## src/rtl/ddsm_cfg_sequencer.sv

```systemverilog
// rtl/ddsm_cfg_sequencer.sv - MASH delta-sigma modulator reconfiguration sequencer
// Accepts a validated config, then runs reset, settle, optional phase adjust and done.
module ddsm_cfg_sequencer #(
  parameter int RST_CYCLES    = 4,
  parameter int SETTLE_CYCLES = 8,
  parameter int CNT_W         = 8
) (
  input  logic        i_clk,
  input  logic        i_rst_n,
  input  logic        i_cfg_valid,
  output logic        o_cfg_ready,
  input  logic [11:0] i_seed,
  input  logic [1:0]  i_sel_order,
  input  logic [3:0]  i_mash_bit,
  input  logic        i_sel_frac,
  input  logic        i_phase_req,
  output logic [11:0] o_seed,
  output logic [1:0]  o_sel_order,
  output logic [3:0]  o_mash_bit,
  output logic        o_sel_frac,
  output logic        o_mashreseten,
  output logic        o_phaseadjusten,
  output logic        o_busy,
  output logic        o_done,
  output logic        o_err
);

  typedef enum logic [2:0] {
    S_IDLE,
    S_RESET,
    S_SETTLE,
    S_PHASE,
    S_DONE
  } state_t;

  localparam logic [CNT_W-1:0] RST_LAST    = CNT_W'(RST_CYCLES - 1);
  localparam logic [CNT_W-1:0] SETTLE_LAST = CNT_W'(SETTLE_CYCLES - 1);
  localparam logic [3:0]       MASH_MAX    = 4'd8;

  state_t           state;
  logic [CNT_W-1:0] cnt;
  logic             phase_req;
  logic [3:0]       mash_clamped;

  assign mash_clamped = (i_mash_bit > MASH_MAX) ? MASH_MAX : i_mash_bit;
  assign o_cfg_ready  = (state == S_IDLE);
  assign o_busy       = ~o_cfg_ready;

  always_ff @(posedge i_clk or negedge i_rst_n) begin
    if (!i_rst_n) begin
      state           <= S_IDLE;
      cnt             <= '0;
      phase_req       <= 1'b0;
      o_seed          <= '0;
      o_sel_order     <= '0;
      o_mash_bit      <= '0;
      o_sel_frac      <= 1'b0;
      o_mashreseten   <= 1'b0;
      o_phaseadjusten <= 1'b0;
      o_done          <= 1'b0;
      o_err           <= 1'b0;
    end else begin
      // Pulse outputs default low; each state raises its own for one cycle.
      o_err           <= 1'b0;
      o_done          <= 1'b0;
      o_phaseadjusten <= 1'b0;
      case (state)
        S_IDLE: begin
          if (i_cfg_valid) begin
            if (i_sel_order == 2'd3) begin
              o_err <= 1'b1;
            end else begin
              o_seed        <= i_seed;
              o_sel_order   <= i_sel_order;
              o_mash_bit    <= mash_clamped;
              o_sel_frac    <= i_sel_frac;
              phase_req     <= i_phase_req;
              cnt           <= '0;
              o_mashreseten <= 1'b1;
              state         <= S_RESET;
            end
          end
        end
        S_RESET: begin
          if (cnt == RST_LAST) begin
            o_mashreseten <= 1'b0;
            cnt           <= '0;
            state         <= S_SETTLE;
          end else begin
            cnt <= cnt + 1'b1;
          end
        end
        S_SETTLE: begin
          if (cnt == SETTLE_LAST) begin
            cnt <= '0;
            if (phase_req) begin
              o_phaseadjusten <= 1'b1;
              state           <= S_PHASE;
            end else begin
              o_done <= 1'b1;
              state  <= S_DONE;
            end
          end else begin
            cnt <= cnt + 1'b1;
          end
        end
        S_PHASE: begin
          o_done <= 1'b1;
          state  <= S_DONE;
        end
        S_DONE: begin
          state <= S_IDLE;
        end
        default: begin
          state <= S_IDLE;
        end
      endcase
    end
  end

endmodule
```

## config.mk

```make
export PLATFORM = sky130hd
export DESIGN_NAME = ddsm_cfg_sequencer
export DESIGN_NICKNAME = d
export VERILOG_FILES = /design/src/rtl/ddsm_cfg_sequencer.sv
export SDC_FILE = /design/constraint.sdc
export NUM_CORES = 1
export LEC_CHECK = 0
export ABC_AREA = 1
export CORE_ASPECT_RATIO = 0.9
export CORE_MARGIN = 2
export CORE_UTILIZATION = 30
export CTS_CLUSTER_DIAMETER = 100
export CTS_CLUSTER_SIZE = 40
export DETAILED_ROUTE_END_ITERATION = 12
export GPL_TIMING_DRIVEN = 0
export SYNTH_ARGS = -nofsm -noshare
export SYNTH_HDL_FRONTEND = slang
export SYNTH_SLANG_ARGS = --single-unit
```

## constraint.sdc

```tcl
create_clock -name i_clk -period 1.7 [get_ports i_clk]
set_clock_uncertainty 0.15 [all_clocks]
set_input_delay 0.34 -clock i_clk [delete_from_list [all_inputs] [get_ports i_clk]]
set_output_delay 0.34 -clock i_clk [all_outputs]
set_load 0.01 [all_outputs]
```

==> impl_metrics.yaml, run 1 <==
clocking:
  path_clk_slew_ps: 70
  ctsLongestPathBuffers: 2
  ctsHoldBuffers: 0
  root_buffer: "clkbuf_8"
  cts_tree: "built"
  cts_buffers: 5
  htreeDepth: 2
  clock_sinks: 35
  clk_latency_ps: 280
global_route:
  grt_max_degree: 36
  grt_pass1_wl_um: 5780
  track_usage_pct: 12.3
  grt_pass1_vias: 1346
  antenna_found_initial: 0
  grt_overflow: 0
pwr:
  p_total_mw: 4.03
  p_leak_nw: 1.29
  powerDensity_mw_per_mm2: 1730
  vdd_drop_max_uv: 710
synthesis:
  synth_nets: 222
  netlist_instances: 198
  synth_cell_types: 18
  synth.avg_cell_area_um2: 8.21
  seq_area_frac_synth_pct: 53.9
  netlist_area_mm2: 0.00163
  yosysWarnings: 0
  ys_seq_elements: 35
setup_path:
  path_delay_family: "buffers and inverters"
  cp.buffers_inverters: 1
  critPathMaxFanout: 2
  slowest_delay_ps: 550
  end_kind: "output pin"
  crit_chain: "clkdlybuf4s50_1"
  r2r_slack_ps: 160
  cp-start-kind: "flop"
  slowest_stage: "clkdlybuf4s50_1"
  crit_required_ps: 1210
  critical_path_class: "flop to output pin"
  crit_arrival_ps: 1170
sta:
  worstMarginPinSlew_ps: 757
  hold_viol: 35
  holdWs_ps: -27.3
  slew_headroom_pct: 49.5
  layout_min_cycle_time_ps: 1660
  rsz0062_at_grt: "no"
  setup_violations: 0
  slew_violations: 0
  fin_ws_ps: 39.1
  max_freq_mhz: 602
  fin_crit_sh_pct: 97.7
floorplan:
  rows: 25
  die_x_um: 81.6
  dieHeight_um: 73.8
  ioPinCount: 48
  start_util_pct: 30.9
  coreArea_mm2: 0.00526
  die-area_mm2: 0.00602
drt:
  via_per_inst: 4.52
  antenna_left: 0
  vias: 1451
  first_pass_iters: 4
  drc_errors: 0
  routed_wirelength_um: 3590
  routedWlPerCell_um: 11.2
  drtIter0Drc: 51
status:
  violations: "negative hold slack"
  status: "complete, but fails checks"
placed_design:
  placed_cells: 312
  placed_area_mm2: 0.00217
  dp_hpwl_um: 2560
  preCtsSetupSlack_ps: -177
  gp_routability_congestion: 0.803
  io_buffers: 47
finish:
  syn_to_final_growth_pct: 42.8
  antenna_cells: 0
  seq_area_um2: 876
  stdcell_count: 321
  design_area_mm2: 0.00232
  final_cell_mix: "nand2_1 (95), dfrtp_1 (35), clkdlybuf4s50_1 (32), nand3_1 (16), inv_1 (14)"
  finish.net_count: 277
  final_common_cell: "nand2_1"
  multi_input_area_um2: 649
  fill_cells: 541
  layout-drive-gt1-share_pct: 9.45
min_path:
  hold_path.class: "input port to asynchronous set/reset pin"
flow_run:
  max-cap-violations: 0
==> synthesized netlist by cell type <==
| master | instances | area share (%) |
|---|---|---|
| inv_2 | 1 | 0.23 |
| nor2_1 | 10 | 2.3 |
| buf_2 | 1 | 0.31 |
| o21ai_2 | 2 | 1.1 |
| nand2_1 | 95 | 22 |
| inv_1 | 14 | 3.2 |
| nand4_1 | 5 | 1.9 |
| buf_6 | 3 | 2.1 |
| dfrtp_1 | 35 | 54 |
| o211ai_1 | 1 | 0.46 |
| nor2_4 | 4 | 2.8 |
| ha_1 | 1 | 0.77 |
| nor3b_1 | 1 | 0.46 |
| clkbuf_2 | 1 | 0.31 |
| nand2_4 | 1 | 0.69 |
| o21bai_1 | 3 | 1.4 |
| nand3_1 | 16 | 4.9 |
| o21ai_0 | 4 | 1.2 |
==> metrics by stage <==
stage / utilization [%] / hold WS [ps] / setup TNS, ps
6_report: 44.2 / -27.3 / 0
5_1_grt: 44.2 / 50.4 / 0
4_1_cts: 43.6 / 1.94 / 0
3_5_place_dp: 41.4 / 309 / -1750
3_3_place_gp: 41.5 / 304 / -25750
2_1_floorplan: - / -106 / 0
==> worst paths after layout <==
kind / start / to / cells past startpoint
setup / recovery: o_seed[10]$_DFFE_PN0P_ / o_seed[10] / 1
hold / removal: i_rst_n / o_done$_DFF_PN0_ / 1
setup reg to reg: cnt[0]$_DFFE_PN0P_ / cnt[5]$_DFFE_PN0P_ / 6
hold reg to reg: o_seed[0]$_DFFE_PN0P_ / o_seed[0]$_DFFE_PN0P_ / 2
max in group asynchronous: i_rst_n / cnt[0]$_DFFE_PN0P_ / 1
min in group i_clk: o_seed[0]$_DFFE_PN0P_ / o_seed[0]$_DFFE_PN0P_ / 2
==> layer usage <==
layer	GRT usage [%]	vias to the layer above	share of wire [%]
met2	19.7	41	45
li1	-	730	-
met3	4.18	6	6.3
met1	15.7	674	47
met4	4.07	0	0.95
met5	0	-	0
==> power breakdown <==
| part | internal [mW] | switching [mW] | leakage (nW) | total [mW] |
|---|---|---|---|---|
| clock | 0.474 | 0.294 | 0.0612 | 0.768 |
| sequential | 1.19 | 0.225 | 0.446 | 1.41 |
| combinational | 0.826 | 1.02 | 0.785 | 1.85 |
==> area by class of cell <==
cell class | count | area share, %
Clock buffer | 6 | 3.56
Inverter | 15 | 2.43
Tap cell | 67 | 3.61
Multi-Input combinational cell | 143 | 28.0
Buffer | 5 | 1.89
Timing Repair Buffer | 48 | 21.3
Clock inverter | 2 | 1.51
Sequential cell | 35 | 37.7
==> state kept, by name (all words and copies together) (netlist names) <==
signal           count
cnt                  8
o_sel_frac           1
state                3
o_mashreseten        1
o_mash_bit           4
o_phaseadjusten      1
o_seed              12
o_done               1
phase_req            1
o_sel_order          2
o_err                1
==> cells by family after synthesis <==
kind of cell | share of synthesized area, %
flip-flops | 53.9
AND/OR/NAND/NOR | 35.0
AO/OA/AOI/OAI | 4.16
buffers and inverters | 6.16
adder cells (fa/ha/maj) | 0.770
==> repair_timing <==
action / CTS / global route
gates resized for setup: 7 / 11
setup buffers: 1 / 0
gates cloned: 0 / 0
pin swaps: 1 / 0
setup endpoints to repair: 3 / 11
(Power assumes the default switching activity.)
==> run 2, diff against run 1 <==
- DONT_BUFFER_PORTS: unset -> 1
==> run 2 against run 1 <==
Against the previous run: the flow now finishes without violations; final cell count decreased by 14%; die area unchanged; sequential power increased by 12%; clock power decreased by 2%; first-iteration DRC count increased by 37%; power decreased by 12%; critical endpoint is now o_cfg_ready; largest cell class unchanged.
==> impl_metrics.yaml, run 2 (synthesized netlist as in run 1, its figures left out) <==
status:
  status: "completed"
pwr:
  powerDensity_mw_per_mm2: 1880
  pwr-share-clk_pct: 21.2
  vdd_drop_max_uv: 853
  p_total_mw: 3.53
  switching_share_pct: 42.2
  combPwrFrac_pct: 34.2
  p_sw_mw: 1.49
  pwr-share-seq_pct: 44.6
  internal_power_mw: 2.04
  p_leak_nw: 0.986
floorplan:
  rows: 25
  dieHeight_um: 73.8
  coreArea_mm2: 0.00526
  die-area_mm2: 0.00602
  die_x_um: 81.6
  start_util_pct: 30.9
  ioPinCount: 48
finish:
  final_cell_mix: "nand2_1 (95), dfrtp_1 (35), nand3_1 (16), inv_1 (14), nor2_1 (10)"
  finish.net_count: 233
  top_regs: "o_seed x12, cnt x8, o_mash_bit x4"
  syn_to_final_growth_pct: 15.3
  antenna_cells: 0
  final_common_cell: "nand2_1"
  top_register: "o_seed"
  layout-drive-gt1-share_pct: 11.0
  largest_reg_flops: 12
global_route:
  grt_overflow: 0
  antenna_found_initial: 0
  track_usage_pct: 11.5
  grt_pass1_vias: 1172
  grt_pass1_wl_um: 5220
  grt_max_degree: 36
placed_design:
  gp_routability_congestion: 0.841
  dp_hpwl_um: 2370
  io_buffers: 0
sta:
  setup_tns_ps: 0
  rsz0062_at_grt: "no"
  worstMarginPinSlew_ps: 235
  max_freq_mhz: 637
  hold_viol: 0
  slew_headroom_pct: 84.3
  fin_crit_sh_pct: 92.4
  layout_min_cycle_time_ps: 1570
  slew_violations: 0
  setup_violations: 0
min_path:
  hold_path.class: "input port to flop"
  min_from: "i_seed[0]"
  whs_path_depth: 2
  hold_end: "o_seed[0]$_DFFE_PN0P_"
clocking:
  cts_tree: "built"
  ctsLongestPathBuffers: 2
  cts_buffers: 5
  path_clk_slew_ps: 70
  clock_sinks: 35
  root_buffer: "clkbuf_8"
  clk_latency_ps: 290
  htreeDepth: 2
setup_path:
  end_kind: "output pin"
  r2r_slack_ps: 160
  crit_arrival_ps: 1080
  worstRegToRegCells: 6
  crit_required_ps: 1210
  reg2reg_from: "cnt[3]$_DFFE_PN0P_"
  cp-start-kind: "flop"
  critPathMaxFanout: 5
  crit-reg2reg-capture: "cnt[5]$_DFFE_PN0P_"
  critical_path_class: "flop to output pin"
drt:
  vias: 1269
  routedWlPerCell_um: 12.1
  routed_wirelength_um: 3340
  first_pass_iters: 4
  drc_errors: 0
  antenna_left: 0
  via_per_inst: 4.58
  drtIter0Drc: 70
flow_run:
  max-cap-violations: 0
==> run 2: cell types whose count changed in the layout (fill, tap and decap cells not counted), sizes merged <==
| cell | change |
|---|---|
| clkbuf | -1 |
| buf | -2 |
| dlygate4sd3 | +3 |
| clkinv | +1 |
| clkdlybuf4s50 | -32 |
| dlymetal6s2s | -11 |
| clkdlybuf4s15 | -1 |
| dlygate4sd2 | -1 |
==> run 2: worst max-delay path, stage by stage, from the launching register on <==
cell     delay (ps)
dfrtp_1         440
nor2_4          130
nand2_4          90
inv_1           130
==> run 2: worst max-delay path by stage <==
stage / slack [ps] / startpoint / end
floorplan: 340 / cnt[0]$_DFFE_PN0P_ / cnt[7]$_DFFE_PN0P_
global placement: 170 / cnt[0]$_DFFE_PN0P_ / cnt[5]$_DFFE_PN0P_
detailed placement: 160 / cnt[0]$_DFFE_PN0P_ / cnt[5]$_DFFE_PN0P_
CTS: 110 / state[1]$_DFFE_PN0P_ / o_cfg_ready
global route: 5 / cnt[3]$_DFFE_PN0P_ / cnt[7]$_DFFE_PN0P_
finish: 130 / state[1]$_DFFE_PN0P_ / o_cfg_ready
==> run 2: metal layers <==
metal / track usage, % / vias to the layer above / routed length (um)
li1: - / 643 / -
met1: 15.4 / 581 / 1580
met2: 16.5 / 38 / 1470
met3: 4.42 / 7 / 239
met4: 5.00 / 0 / 56
met5: 0 / - / 0
==> run 2: metrics by stage <==
step	utilization (%)	area [um2]	hold slack, ps	setup slack [ps]	instances
final	35.7	1870	11.8	130	277
after CTS	35.6	1870	1.95	114	277
after global placement	32.5	1710	-105	174	265
after floorplan	-	1630	-106	342	198
after global routing	35.7	1870	3.33	4.73	277
after detailed placement	32.5	1710	-104	155	265
==> run 2: timing repair <==
action,CTS,global route
hold buffers,4,0
resized for setup,0,1
hold endpoints to repair,37,0
endpoints found under the setup margin,0,1
buffers inserted,0,0
==> run 2: layout make-up <==
| cell class | instances | area (um2) |
|---|---|---|
| Buffer | 5 | 43.8 |
| Clock buffer | 5 | 68.8 |
| Clock inverter | 3 | 43.8 |
| Fill cell | 556 | 3380 |
| Inverter | 15 | 56.3 |
| Multi-Input combinational cell | 143 | 652 |
| Sequential cell | 35 | 876 |
| Tap cell | 67 | 83.8 |
| Timing Repair Buffer | 4 | 50.0 |
==> run 2: power by group through the flow <==
stage,registers (mW),logic (mW),clock network (mW)
final,1.58,1.21,0.749
after global routing,1.63,1.40,0.811
after CTS,1.58,1.22,0.775
after detailed placement,1.59,1.19,0
after global placement,1.59,1.15,0
after floorplan,1.52,0.973,0
